## config.mk

```make
export PLATFORM = sky130hd
export DESIGN_NAME = zone_light_gen
export DESIGN_NICKNAME = d
export VERILOG_FILES = /design/src/rtl/zone_light_pkg.sv /design/src/rtl/zone_peak_bank.sv /design/src/rtl/zone_light_gen.sv
export SDC_FILE = /design/constraint.sdc
export NUM_CORES = 2
export LEC_CHECK = 0
export CAP_MARGIN = 20
export CORE_MARGIN = 4
export CORE_UTILIZATION = 35
export CTS_CLUSTER_SIZE = 10
export DETAILED_ROUTE_END_ITERATION = 12
export SLEW_MARGIN = 20
export SYNTH_ARGS = -nofsm -noshare
export SYNTH_HDL_FRONTEND = slang
export SYNTH_HIERARCHICAL = 1
export SYNTH_SLANG_ARGS = --single-unit
```

## constraint.sdc

```tcl
create_clock -name I_clk -period 34.7 [get_ports I_clk]
set_clock_uncertainty 0.2 [all_clocks]
set_input_delay 8.675 -clock I_clk [delete_from_list [all_inputs] [get_ports I_clk]]
set_output_delay 8.675 -clock I_clk [all_outputs]
set_load 0.005 [all_outputs]
```

## src/rtl/zone_light_pkg.sv

```systemverilog
// Shared types and helpers for the zone-brightness writer.
package zone_light_pkg;

  localparam int LIGHT_W = 16;
  localparam int INDEX_W = 9;
  localparam int LUMA_W  = 8;

  typedef enum logic [1:0] {
    ST_IDLE    = 2'd0,
    ST_EMIT    = 2'd1,
    ST_REFRESH = 2'd2
  } zl_state_e;

  // Luma approximation used for peak tracking: brightest of the three channels.
  function automatic logic [LUMA_W-1:0] max3(input logic [LUMA_W-1:0] a,
                                             input logic [LUMA_W-1:0] b,
                                             input logic [LUMA_W-1:0] c);
    logic [LUMA_W-1:0] m;
    m = (a > b) ? a : b;
    return (m > c) ? m : c;
  endfunction

endpackage

```

## src/rtl/zone_peak_bank.sv

```systemverilog
// Per-column peak registers: an accumulate bank fed by the pixel stream and a
// shadow bank that holds a finished band while it is being written out.
module zone_peak_bank
  import zone_light_pkg::*;
#(
  parameter int COLS  = 32,
  parameter int COL_W = $clog2(COLS + 1)
) (
  input  logic              clk,
  input  logic              rst,
  input  logic              upd_en,
  input  logic [COL_W-1:0]  upd_col,
  input  logic [LUMA_W-1:0] upd_luma,
  input  logic              clr,
  input  logic              copy,
  input  logic              rd_acc,
  input  logic [COL_W-1:0]  rd_col,
  output logic [LUMA_W-1:0] rd_peak
);

  logic [LUMA_W-1:0] acc_q [COLS];
  logic [LUMA_W-1:0] acc_d [COLS];
  logic [LUMA_W-1:0] shd_q [COLS];
  logic [LUMA_W-1:0] shd_d [COLS];

  // Next-state: copy to shadow sees the pre-clear accumulate contents.
  always_comb begin
    for (int c = 0; c < COLS; c++) begin
      acc_d[c] = acc_q[c];
      shd_d[c] = shd_q[c];
      if (copy) shd_d[c] = acc_q[c];
      if (clr) begin
        acc_d[c] = '0;
      end else if (upd_en && (upd_col == COL_W'(c)) && (upd_luma > acc_q[c])) begin
        acc_d[c] = upd_luma;
      end
    end
  end

  // Bank registers.
  always_ff @(posedge clk or posedge rst) begin
    if (rst) begin
      for (int c = 0; c < COLS; c++) begin
        acc_q[c] <= '0;
        shd_q[c] <= '0;
      end
    end else begin
      for (int c = 0; c < COLS; c++) begin
        acc_q[c] <= acc_d[c];
        shd_q[c] <= shd_d[c];
      end
    end
  end

  // Read port; rd_acc lets the first write of a band bypass the shadow copy.
  always_comb begin
    rd_peak = '0;
    for (int c = 0; c < COLS; c++) begin
      if (rd_col == COL_W'(c)) rd_peak = rd_acc ? acc_q[c] : shd_q[c];
    end
  end

endmodule

```

## src/rtl/zone_light_gen.sv

```systemverilog
// Zone peak-luma writer: reduces each video frame to ZONE_COLS x ZONE_ROWS
// peaks and writes them as indexed 16-bit light values, then a refresh pulse.
// Optional macro LIGHT_FLOOR_EN clamps every emitted value to at least MIN_LIGHT.
//
// Handshake: light_valid is a one-cycle write strobe with no back-pressure;
// light/light_index are meaningful only while light_valid=1 and hold otherwise.
// light_refresh pulses for one cycle, never together with light_valid.
module zone_light_gen
  import zone_light_pkg::*;
#(
  parameter int               H_ACTIVE  = 1280,
  parameter int               V_ACTIVE  = 720,
  parameter int               ZONE_COLS = 32,
  parameter int               ZONE_ROWS = 16,
  parameter logic [LIGHT_W-1:0] MIN_LIGHT = 16'h0400
) (
  input  logic               I_clk,
  input  logic               sys_rst,
  input  logic               I_vs,
  input  logic               I_de,
  input  logic [23:0]        I_pix,
  output logic               light_valid,
  output logic [LIGHT_W-1:0] light,
  output logic [INDEX_W-1:0] light_index,
  output logic               light_refresh,
  output logic               overflow,
  output zl_state_e          dbg_state
);

  localparam int ZW    = H_ACTIVE / ZONE_COLS;
  localparam int BH    = V_ACTIVE / ZONE_ROWS;
  localparam int PX_W  = $clog2(H_ACTIVE + 1);
  localparam int LN_W  = $clog2(V_ACTIVE + 1);
  localparam int SUB_W = $clog2(ZW + 1);
  localparam int COL_W = $clog2(ZONE_COLS + 1);
  localparam int BL_W  = $clog2(BH + 1);
  localparam int ROW_W = $clog2(ZONE_ROWS + 1);

`ifdef LIGHT_FLOOR_EN
  localparam logic FLOOR_ON = 1'b1;
`else
  localparam logic FLOOR_ON = 1'b0;
`endif

  logic              vs_q, de_q;
  logic [PX_W-1:0]   px_q, px_d;
  logic [SUB_W-1:0]  sub_q, sub_d;
  logic [COL_W-1:0]  col_q, col_d;
  logic [LN_W-1:0]   ln_q, ln_d;
  logic [BL_W-1:0]   bl_q, bl_d;
  logic [ROW_W-1:0]  row_q, row_d;

  zl_state_e         state_q;
  logic [COL_W-1:0]  ecol_q;
  logic [ROW_W-1:0]  erow_q;
  logic              light_valid_q, light_refresh_q, overflow_q;
  logic [LIGHT_W-1:0] light_q;
  logic [INDEX_W-1:0] light_index_q;

  logic              vs_rise, de_fall, px_ok, ln_ok, pix_take, band_end, accept;
  logic [LUMA_W-1:0] luma, rd_peak;
  logic [COL_W-1:0]  emit_col;
  logic [ROW_W-1:0]  emit_row;
  logic [INDEX_W-1:0] idx_c;
  logic [LIGHT_W-1:0] raw_c, light_c;

  // Edge detection, range gating and band-end decision.
  always_comb begin
    vs_rise  = I_vs & ~vs_q;
    de_fall  = ~I_de & de_q;
    px_ok    = (px_q < PX_W'(H_ACTIVE));
    ln_ok    = (ln_q < LN_W'(V_ACTIVE));
    pix_take = I_de & px_ok & ln_ok & ~vs_rise;
    band_end = de_fall & ln_ok & ~vs_rise & (bl_q == BL_W'(BH - 1));
    accept   = band_end & (state_q == ST_IDLE);
    luma     = max3(I_pix[23:16], I_pix[15:8], I_pix[7:0]);
  end

  // Pixel/line position counters; zone column tracked without a divider.
  always_comb begin
    px_d  = px_q;
    sub_d = sub_q;
    col_d = col_q;
    ln_d  = ln_q;
    bl_d  = bl_q;
    row_d = row_q;
    if (vs_rise) begin
      px_d  = '0;
      sub_d = '0;
      col_d = '0;
      ln_d  = '0;
      bl_d  = '0;
      row_d = '0;
    end else begin
      if (I_de && px_ok) begin
        px_d = px_q + PX_W'(1);
        if (sub_q == SUB_W'(ZW - 1)) begin
          sub_d = '0;
          col_d = col_q + COL_W'(1);
        end else begin
          sub_d = sub_q + SUB_W'(1);
        end
      end
      if (de_fall) begin
        px_d  = '0;
        sub_d = '0;
        col_d = '0;
        if (ln_ok) begin
          ln_d = ln_q + LN_W'(1);
          if (bl_q == BL_W'(BH - 1)) begin
            bl_d  = '0;
            row_d = row_q + ROW_W'(1);
          end else begin
            bl_d = bl_q + BL_W'(1);
          end
        end
      end
    end
  end

  // Counter and edge-history registers.
  always_ff @(posedge I_clk or posedge sys_rst) begin
    if (sys_rst) begin
      vs_q  <= 1'b0;
      de_q  <= 1'b0;
      px_q  <= '0;
      sub_q <= '0;
      col_q <= '0;
      ln_q  <= '0;
      bl_q  <= '0;
      row_q <= '0;
    end else begin
      vs_q  <= I_vs;
      de_q  <= I_de;
      px_q  <= px_d;
      sub_q <= sub_d;
      col_q <= col_d;
      ln_q  <= ln_d;
      bl_q  <= bl_d;
      row_q <= row_d;
    end
  end

  zone_peak_bank #(
    .COLS  (ZONE_COLS),
    .COL_W (COL_W)
  ) u_bank (
    .clk      (I_clk),
    .rst      (sys_rst),
    .upd_en   (pix_take),
    .upd_col  (col_q),
    .upd_luma (luma),
    .clr      (vs_rise | band_end),
    .copy     (accept),
    .rd_acc   (accept),
    .rd_col   (emit_col),
    .rd_peak  (rd_peak)
  );

  // Value and index of the write issued this cycle; column 0 of a new band is
  // read straight from the accumulate bank so it lands one cycle after band end.
  always_comb begin
    emit_col = accept ? '0 : ecol_q;
    emit_row = accept ? row_q : erow_q;
    idx_c    = INDEX_W'(emit_row) * INDEX_W'(ZONE_COLS) + INDEX_W'(emit_col);
    raw_c    = {rd_peak, rd_peak};
    light_c  = (FLOOR_ON && (raw_c < MIN_LIGHT)) ? MIN_LIGHT : raw_c;
  end

  // Emission FSM with registered write/refresh outputs and sticky overflow.
  always_ff @(posedge I_clk or posedge sys_rst) begin
    if (sys_rst) begin
      state_q         <= ST_IDLE;
      ecol_q          <= '0;
      erow_q          <= '0;
      light_valid_q   <= 1'b0;
      light_q         <= '0;
      light_index_q   <= '0;
      light_refresh_q <= 1'b0;
      overflow_q      <= 1'b0;
    end else begin
      light_refresh_q <= 1'b0;
      if (vs_rise) overflow_q <= 1'b0;
      else if (band_end && (state_q != ST_IDLE)) overflow_q <= 1'b1;
      case (state_q)
        ST_IDLE: begin
          light_valid_q <= 1'b0;
          if (accept) begin
            state_q       <= ST_EMIT;
            erow_q        <= row_q;
            ecol_q        <= COL_W'(1);
            light_valid_q <= 1'b1;
            light_index_q <= idx_c;
            light_q       <= light_c;
          end
        end
        ST_EMIT: begin
          if (ecol_q == COL_W'(ZONE_COLS)) begin
            light_valid_q <= 1'b0;
            if (erow_q == ROW_W'(ZONE_ROWS - 1)) begin
              light_refresh_q <= 1'b1;
              state_q         <= ST_REFRESH;
            end else begin
              state_q <= ST_IDLE;
            end
          end else begin
            light_valid_q <= 1'b1;
            light_index_q <= idx_c;
            light_q       <= light_c;
            ecol_q        <= ecol_q + COL_W'(1);
          end
        end
        ST_REFRESH: begin
          state_q <= ST_IDLE;
        end
        default: begin
          state_q <= ST_IDLE;
        end
      endcase
    end
  end

  assign light_valid   = light_valid_q;
  assign light         = light_q;
  assign light_index   = light_index_q;
  assign light_refresh = light_refresh_q;
  assign overflow      = overflow_q;
  assign dbg_state     = state_q;

endmodule

```

## Yosys cells after proc, flatten, opt, wreduce, memory -nomap -nowiden

Index checks and enable logic that the tools add are counted.

| storage, ports and cells | value |
|---|---|
| output and inout port bits | 30 |
| memory bits (read-only) | 0 |
| input port bits | 28 |
| bits in writable memories | 0 |
| register bits | 599 |
| bits in latches | 0 |
| memories | 0 |
| logic and storage cells | 498 |

| cells by class | value |
|---|---|
| divide/modulo/power cells | 0 |
| multiply operators | 0 |
| add/sub/neg operators | 8 |
| bitwise logic cells | 13 |
| order comparisons | 36 |
| reductions and logical operators | 115 |
| muxes and demuxes | 175 |
| equal/unequal tests | 70 |
| shifts and indexed selects | 0 |

Operators by type and width:

| cell | number |
|---|---|
| $mux 8 | 130 |
| $gt 8x8->1 | 34 |
| $eq 6x5->1 const B | 32 |
| $eq 6x4->1 const B | 16 |
| $mux 6 | 15 |
| $reduce_bool 2->1 | 38 |
| $logic_and 1x1->1 | 66 |
| $eq 6x3->1 const B | 8 |
| $mux 11 | 3 |
| $mux 16 | 2 |
| $pmux 16 s2 | 1 |
| $mux 10 | 3 |
| $add 6x1->6 const B | 4 |
| $eq 6x2->1 const B | 4 |
| $mux 5 | 4 |
| $eq 6x6->1 const B | 3 |
| $mux 9 | 2 |
| $pmux 9 s2 | 1 |
| $eq 6x1->1 const B | 2 |
| $logic_not 6->1 | 2 |
| $pmux 6 s2 | 1 |
| $add 11x1->11 const B | 1 |
| $lt 11x11->1 const B | 1 |
| $add 10x1->10 const B | 1 |
| 18 further kinds | 43 |

## Logic depth before layout (Yosys ltp)

| depth | value |
|---|---|
| word-level depth | 42 |
| mapped depth | 25 |
| gate-level depth less buffers | 22 |

## Cells and area by module

The synthesis kept the hierarchy.

By module, submodules not included:

| module | seq. area each (µm²) | cells an instance | area an instance (µm²) | instances |
|---|---|---|---|---|
| zone_peak_bank | 12,812.3 | 3,041 | 32,666.3 | 1 |
| zone_light_gen | 1,976.9 | 490 | 4,620.7 | 1 |

## Worst setup path after synthesis

OpenSTA, ideal clock, no wires.

| path | value |
|---|---|
| path kind | input-to-reg |
| from | input port I_pix[15] |
| to | register u_bank/acc_q[105] (netlist bit) |
| library setup time | 0.087 ns |
| path slack | 19.748 ns |
| arrival time | 14.665 ns |
| required time | 34.413 ns |
| stages | 22 |
| buffers on the path | 1 |
| cells stage by stage | inv_1 ha_1 nand4_1 nor2_1 nor2_1 a32oi_1 nand2_1 ha_1 a21o_1 a22oi_1 a31oi_1 and2_1 clkbuf_1 a31oi_1 ha_1 nor2b_1 o21a_1 o21a_1 o21ai_0 a21oi_1 o31ai_1 mux2i_1 |

| on the way | value |
|---|---|
| word-level cells in the longest chain between the ends | 7 |
| elaborated cells on any way between the ends | 9 |
| those cells by class | order compare: 3; mux: 4; reduce/logical: 2 |

RTL lines:

| element | line | text |
|---|---|---|
| start: declaration | zone_light_gen.sv:21 | `input logic [23:0] I_pix,` |
| $gt 8x8->1 | zone_light_pkg.sv:19 | `m = (a > b) ? a : b;` |
| $mux 8 * | zone_light_pkg.sv:19 |  |
| $gt 8x8->1 | zone_light_pkg.sv:20 | `return (m > c) ? m : c;` |
| $mux 8 * | zone_light_pkg.sv:20 |  |
| named net luma[1] | zone_light_gen.sv:61 | `logic [LUMA_W-1:0] luma, rd_peak;` |
| $gt 8x8->1 | zone_peak_bank.sv:34 | `end else if (upd_en && (upd_col == COL_W'(c)) && (upd_luma > acc_q[c])) begin` |
| $logic_and 1x1->1 | zone_peak_bank.sv:34 |  |
| $reduce_bool 2->1 (no source line) | n/a |  |
| end signal: indexed assignment | zone_peak_bank.sv:49 | `acc_q[c] <= acc_d[c];` |
| end: declaration | zone_peak_bank.sv:21 | `logic [LUMA_W-1:0] acc_q [COLS];` |

Mark *: on every way through the listed nets, which the timed path passes. The rest lies on a longest branch. The select of a mux whose other input is x is not followed.
A chain may end at the register's enable or synchronous reset.

## Worst setup path in the final report

| path | value |
|---|---|
| from | input port I_vs |
| to | register light_q[14], in the netlist light[14] |

| on the way | value |
|---|---|
| word-level cells in the longest chain between the ends | 41 |
| elaborated cells on any way between the ends | 107 |
| those cells by class | eq/ne: 32; mux: 68; bitwise: 5; reduce/logical: 2 |

RTL lines:

| element | line | text |
|---|---|---|
| start: declaration | zone_light_gen.sv:19 | `input logic I_vs,` |
| $and 1x1->1 * | zone_light_gen.sv:69 | `vs_rise = I_vs & ~vs_q;` |
| $not 1->1 * | zone_light_gen.sv:74 | `band_end = de_fall & ln_ok & ~vs_rise & (bl_q == BL_W'(BH - 1));` |
| $and 1x1->1 * (2 in series) | zone_light_gen.sv:74 |  |
| $and 1x1->1 * | zone_light_gen.sv:75 | `accept = band_end & (state_q == ST_IDLE);` |
| $mux 6 | zone_light_gen.sv:163 | `emit_col = accept ? '0 : ecol_q;` |
| $logic_not 6->1 | zone_peak_bank.sv:59 | `if (rd_col == COL_W'(c)) rd_peak = rd_acc ? acc_q[c] : shd_q[c];` |
| $mux 8 (31 in series) | zone_peak_bank.sv:59 |  |
| $mux 8 * | zone_peak_bank.sv:59 |  |
| named net rd_peak[6] | zone_light_gen.sv:61 |  |
| $mux 16 (on tied branches) | zone_light_gen.sv:198, zone_light_gen.sv:188 |  |
| $pmux 16 s2 * | zone_light_gen.sv:185 | `case (state_q)` |
| end signal: assignment | zone_light_gen.sv:194 | `light_q <= light_c;` |
| end signal: assignment | zone_light_gen.sv:209 | `light_q <= light_c;` |
| end: declaration | zone_light_gen.sv:57 | `logic [LIGHT_W-1:0] light_q;` |

Marks and branches as above.

==> metrics <==
total chip power between 1.5 and 2 mW; largest family of logic cells by synthesized area multiplexers; commonest non-fill, non-tap cell in the layout dfrtp_1; DRT iter0 DRCs 2248; critical path fanouts, max 60; combinational share of power 20.6%; Die Wd 334 um; synthesized area 37300 um2; Final Non-Filler Cells about 4900; Via density 5.51; Syn Inst Count 3531; final instance area 41300 um2; setup total negative slack 0 ns; cell-internal power 1.21 mW; Multi-input gate area 20700 um2; VDD IR max 0.0000362 V; #FFs+latches synth approximately 600; register area 14800 um2; Global Route Usage Sum 19.9%; Power Density 42.1 nW/um2; Clk pwr share 39.1%; overall die area 112000 um2; post-route ant nets 0; DP Area slightly below 40000 um2; drt drc 0; Root Buffer clkbuf_16; HP Class register to register; fmax 63.2 MHz; largest net degree at the start of global routing 116; Core ar. 106000 um2; sequential area share after synthesis 39.7%; sw frac 30.6%; Post-Synth XOR/XNOR Area 0.587%; count of different cell masters after synthesis 87; fin. max-slew vios 0; Post-synth top flop dfrtp_1; post-synthesis mux area share 22.1%; first-pass GRT wire length 172000 um; fin crit share 45.6%; Psw 0.532 mW; Startpoint Class input port; Clock Latency Late Sink about 0.6 ns; Post-synth EDFFs 0; Post-Synth Simple-Gate Area 11.8%; post-synth top area cell dfrtp_1; CP Capture Type register; GRT overflow 0; Synthesized Nets 3842; Port-buffer cells 57; hold buffers post-CTS 0; hold slack 0.268 ns; Relative slew margins a little over a quarter; P&R area growth vs syn 10.8%; min Tclk post-route 15.83 ns; Die Ht about 330 um; synth top area cells dfrtp_1 (40%), mux2i_1 (12%), ha_1 (9.5%), mux2_2 (9.2%), nand2b_1 (4.5%); mean routed wirelength per cell 22.7 um; layout cell share with drive strength beyond 1 15.0%; Post-synth ARST share 100%; Crit path required time 35.00 ns; RSZ-0062 raised after global routing no; CTS H-tree lvls 3; status finished clean; detailed-placement wirelength estimate 73200 um; 1st-pass router iterations 6; placed cells slightly below 5000; placer congestion estimate 0.909; leakage 18.9 nW; drt total wl 113000 um; FILL cells 10200; most frequent cells in the layout dfrtp_1 (591), mux2i_1 (439), mux2_2 (306); CTS Buf Count a little over 70; adder-cell share of the synthesized area 9.50%; Synth Area in Compound Gates about 11%; # IOs just under 60; clock buffer depth 3; Setup Fix Bufs, Post-CTS 0; antenna violations before repair 2; vias in the first global route about 27000; Flop pwr share between 40% and 50%; max-cap violations 0; Final setup viols 0; CTS tree done; synthesis warning total 6; post-CTS resize count 0; Fin. Hold Viols 0; Nets 3841; Sink Count 591; Worst Path Arrival 16.13 ns; via count 27300; Starting Density 35.3%; row cnt around 120; critical path class input port to register; CTS clk-pin slew, worst paths approximately 0.060 ns; worst-margin pin slew 1.11 ns; area share of the largest cell type after synthesis between 30% and 40%; syn avg cell area 10.6 um2
[final timing paths]
path,from,slack [ns],cells past startpoint,endpoint
min,erow_q[4],0.27,1,dbg_state[1]
max,I_vs,18.87,17,light[14]
max reg2reg,bl_q[0],27.11,17,light[14]
max in group asynchronous,sys_rst,23.72,4,u_bank/shd_q[158]
min in group asynchronous,sys_rst,8.28,2,light_index[6]
min reg2reg,erow_q[4],0.27,1,dbg_state[1]
[metal layers]
metal	share of wire [%]	vias to the layer above	track usage, %	wire [um]
met5	0	-	0	0
met2	46	715	32.1	51500
met3	5.5	233	3.48	6210
li1	-	12600	-	-
met1	44	13800	26.8	50000
met4	4.3	0	7.82	4850
[power groups by stage]
stage	sequential, mW	combinational (mW)	clock (mW)
floorplan	0.711	0.225	0
global placement	0.713	0.350	0
detailed placement	0.713	0.357	0
CTS	0.701	0.358	0.697
global route	0.701	0.399	0.721
finish	0.701	0.357	0.680
[logic make-up (layout without fill, tap and decap cells)]
kind of cell               Yosys count  in the layout
AOI/OAI and AO/OA                  602            602
DFF                                591            591
xor gates and xnor gates            25             25
and+or+nand+nor                    782            782
muxes                              763            763
adders and majority gates          283            283
other                                0              4
buffers and inverters              485            507
[state kept, by name (all words and copies together) (netlist names), 2 cells and up]
| register | cells |
|---|---|
| ecol_q | 6 |
| sub_q | 6 |
| light | 8 |
| px_q | 11 |
| dbg_state | 2 |
| u_bank/shd_q | 256 |
| col_q | 6 |
| bl_q | 6 |
| ln_q | 10 |
| erow_q | 5 |
| light_index | 9 |
| row_q | 5 |
| u_bank/acc_q | 256 |
[stage by stage]
stage          utilization (%)  setup slack [ns]
2_1_floorplan                -             11.53
3_3_place_gp              37.2             18.38
3_5_place_dp              37.2             18.30
4_1_cts                   39.1             18.95
5_1_grt                   39.1             18.56
6_report                  39.1             18.87
[worst max-delay path, cell delays in order]
cell and delay, ns:
clkdlybuf4s50_1 0.44, nor2b_2 0.16, buf_4 0.23, or4_4 0.58, nor3_4 0.13, buf_4 0.55
buf_4 0.78, buf_4 0.74, buf_4 0.60, buf_4 0.74, buf_4 0.62, mux2i_1 0.27
o22ai_1 0.08, or4_1 0.57, a2bb2oi_1 0.18, a221o_1 0.32, mux2_2 0.26
[synth_stat cells, types with 16 or more instances]
cell	count
xor2_1	16
dfrtp_1	591
o21bai_1	17
inv_1	297
nand4_1	51
mux2_2	306
mux2i_1	439
a21o_1	38
o211ai_1	17
nor3_1	19
nand3_1	77
a21oi_1	183
o21ai_0	109
nand2_1	96
o21a_1	55
mux4_2	17
nor2_1	118
nor2b_1	72
a32oi_1	17
a31oi_1	19
buf_4	30
o311ai_0	16
clkbuf_1	125
ha_1	283
nand2b_1	269
o22ai_1	28
[cell type report]
type	count	area share [%]
inverter	298	2.73
antenna	4	0.0242
clock inverter	4	0.0485
clock buffer	93	4.77
sequential	591	35.8
tap	1391	4.21
timing repair buffer	112	2.40
multi-input combinational	2455	50.0
No activity file was read; power rests on OpenSTA's default activity.
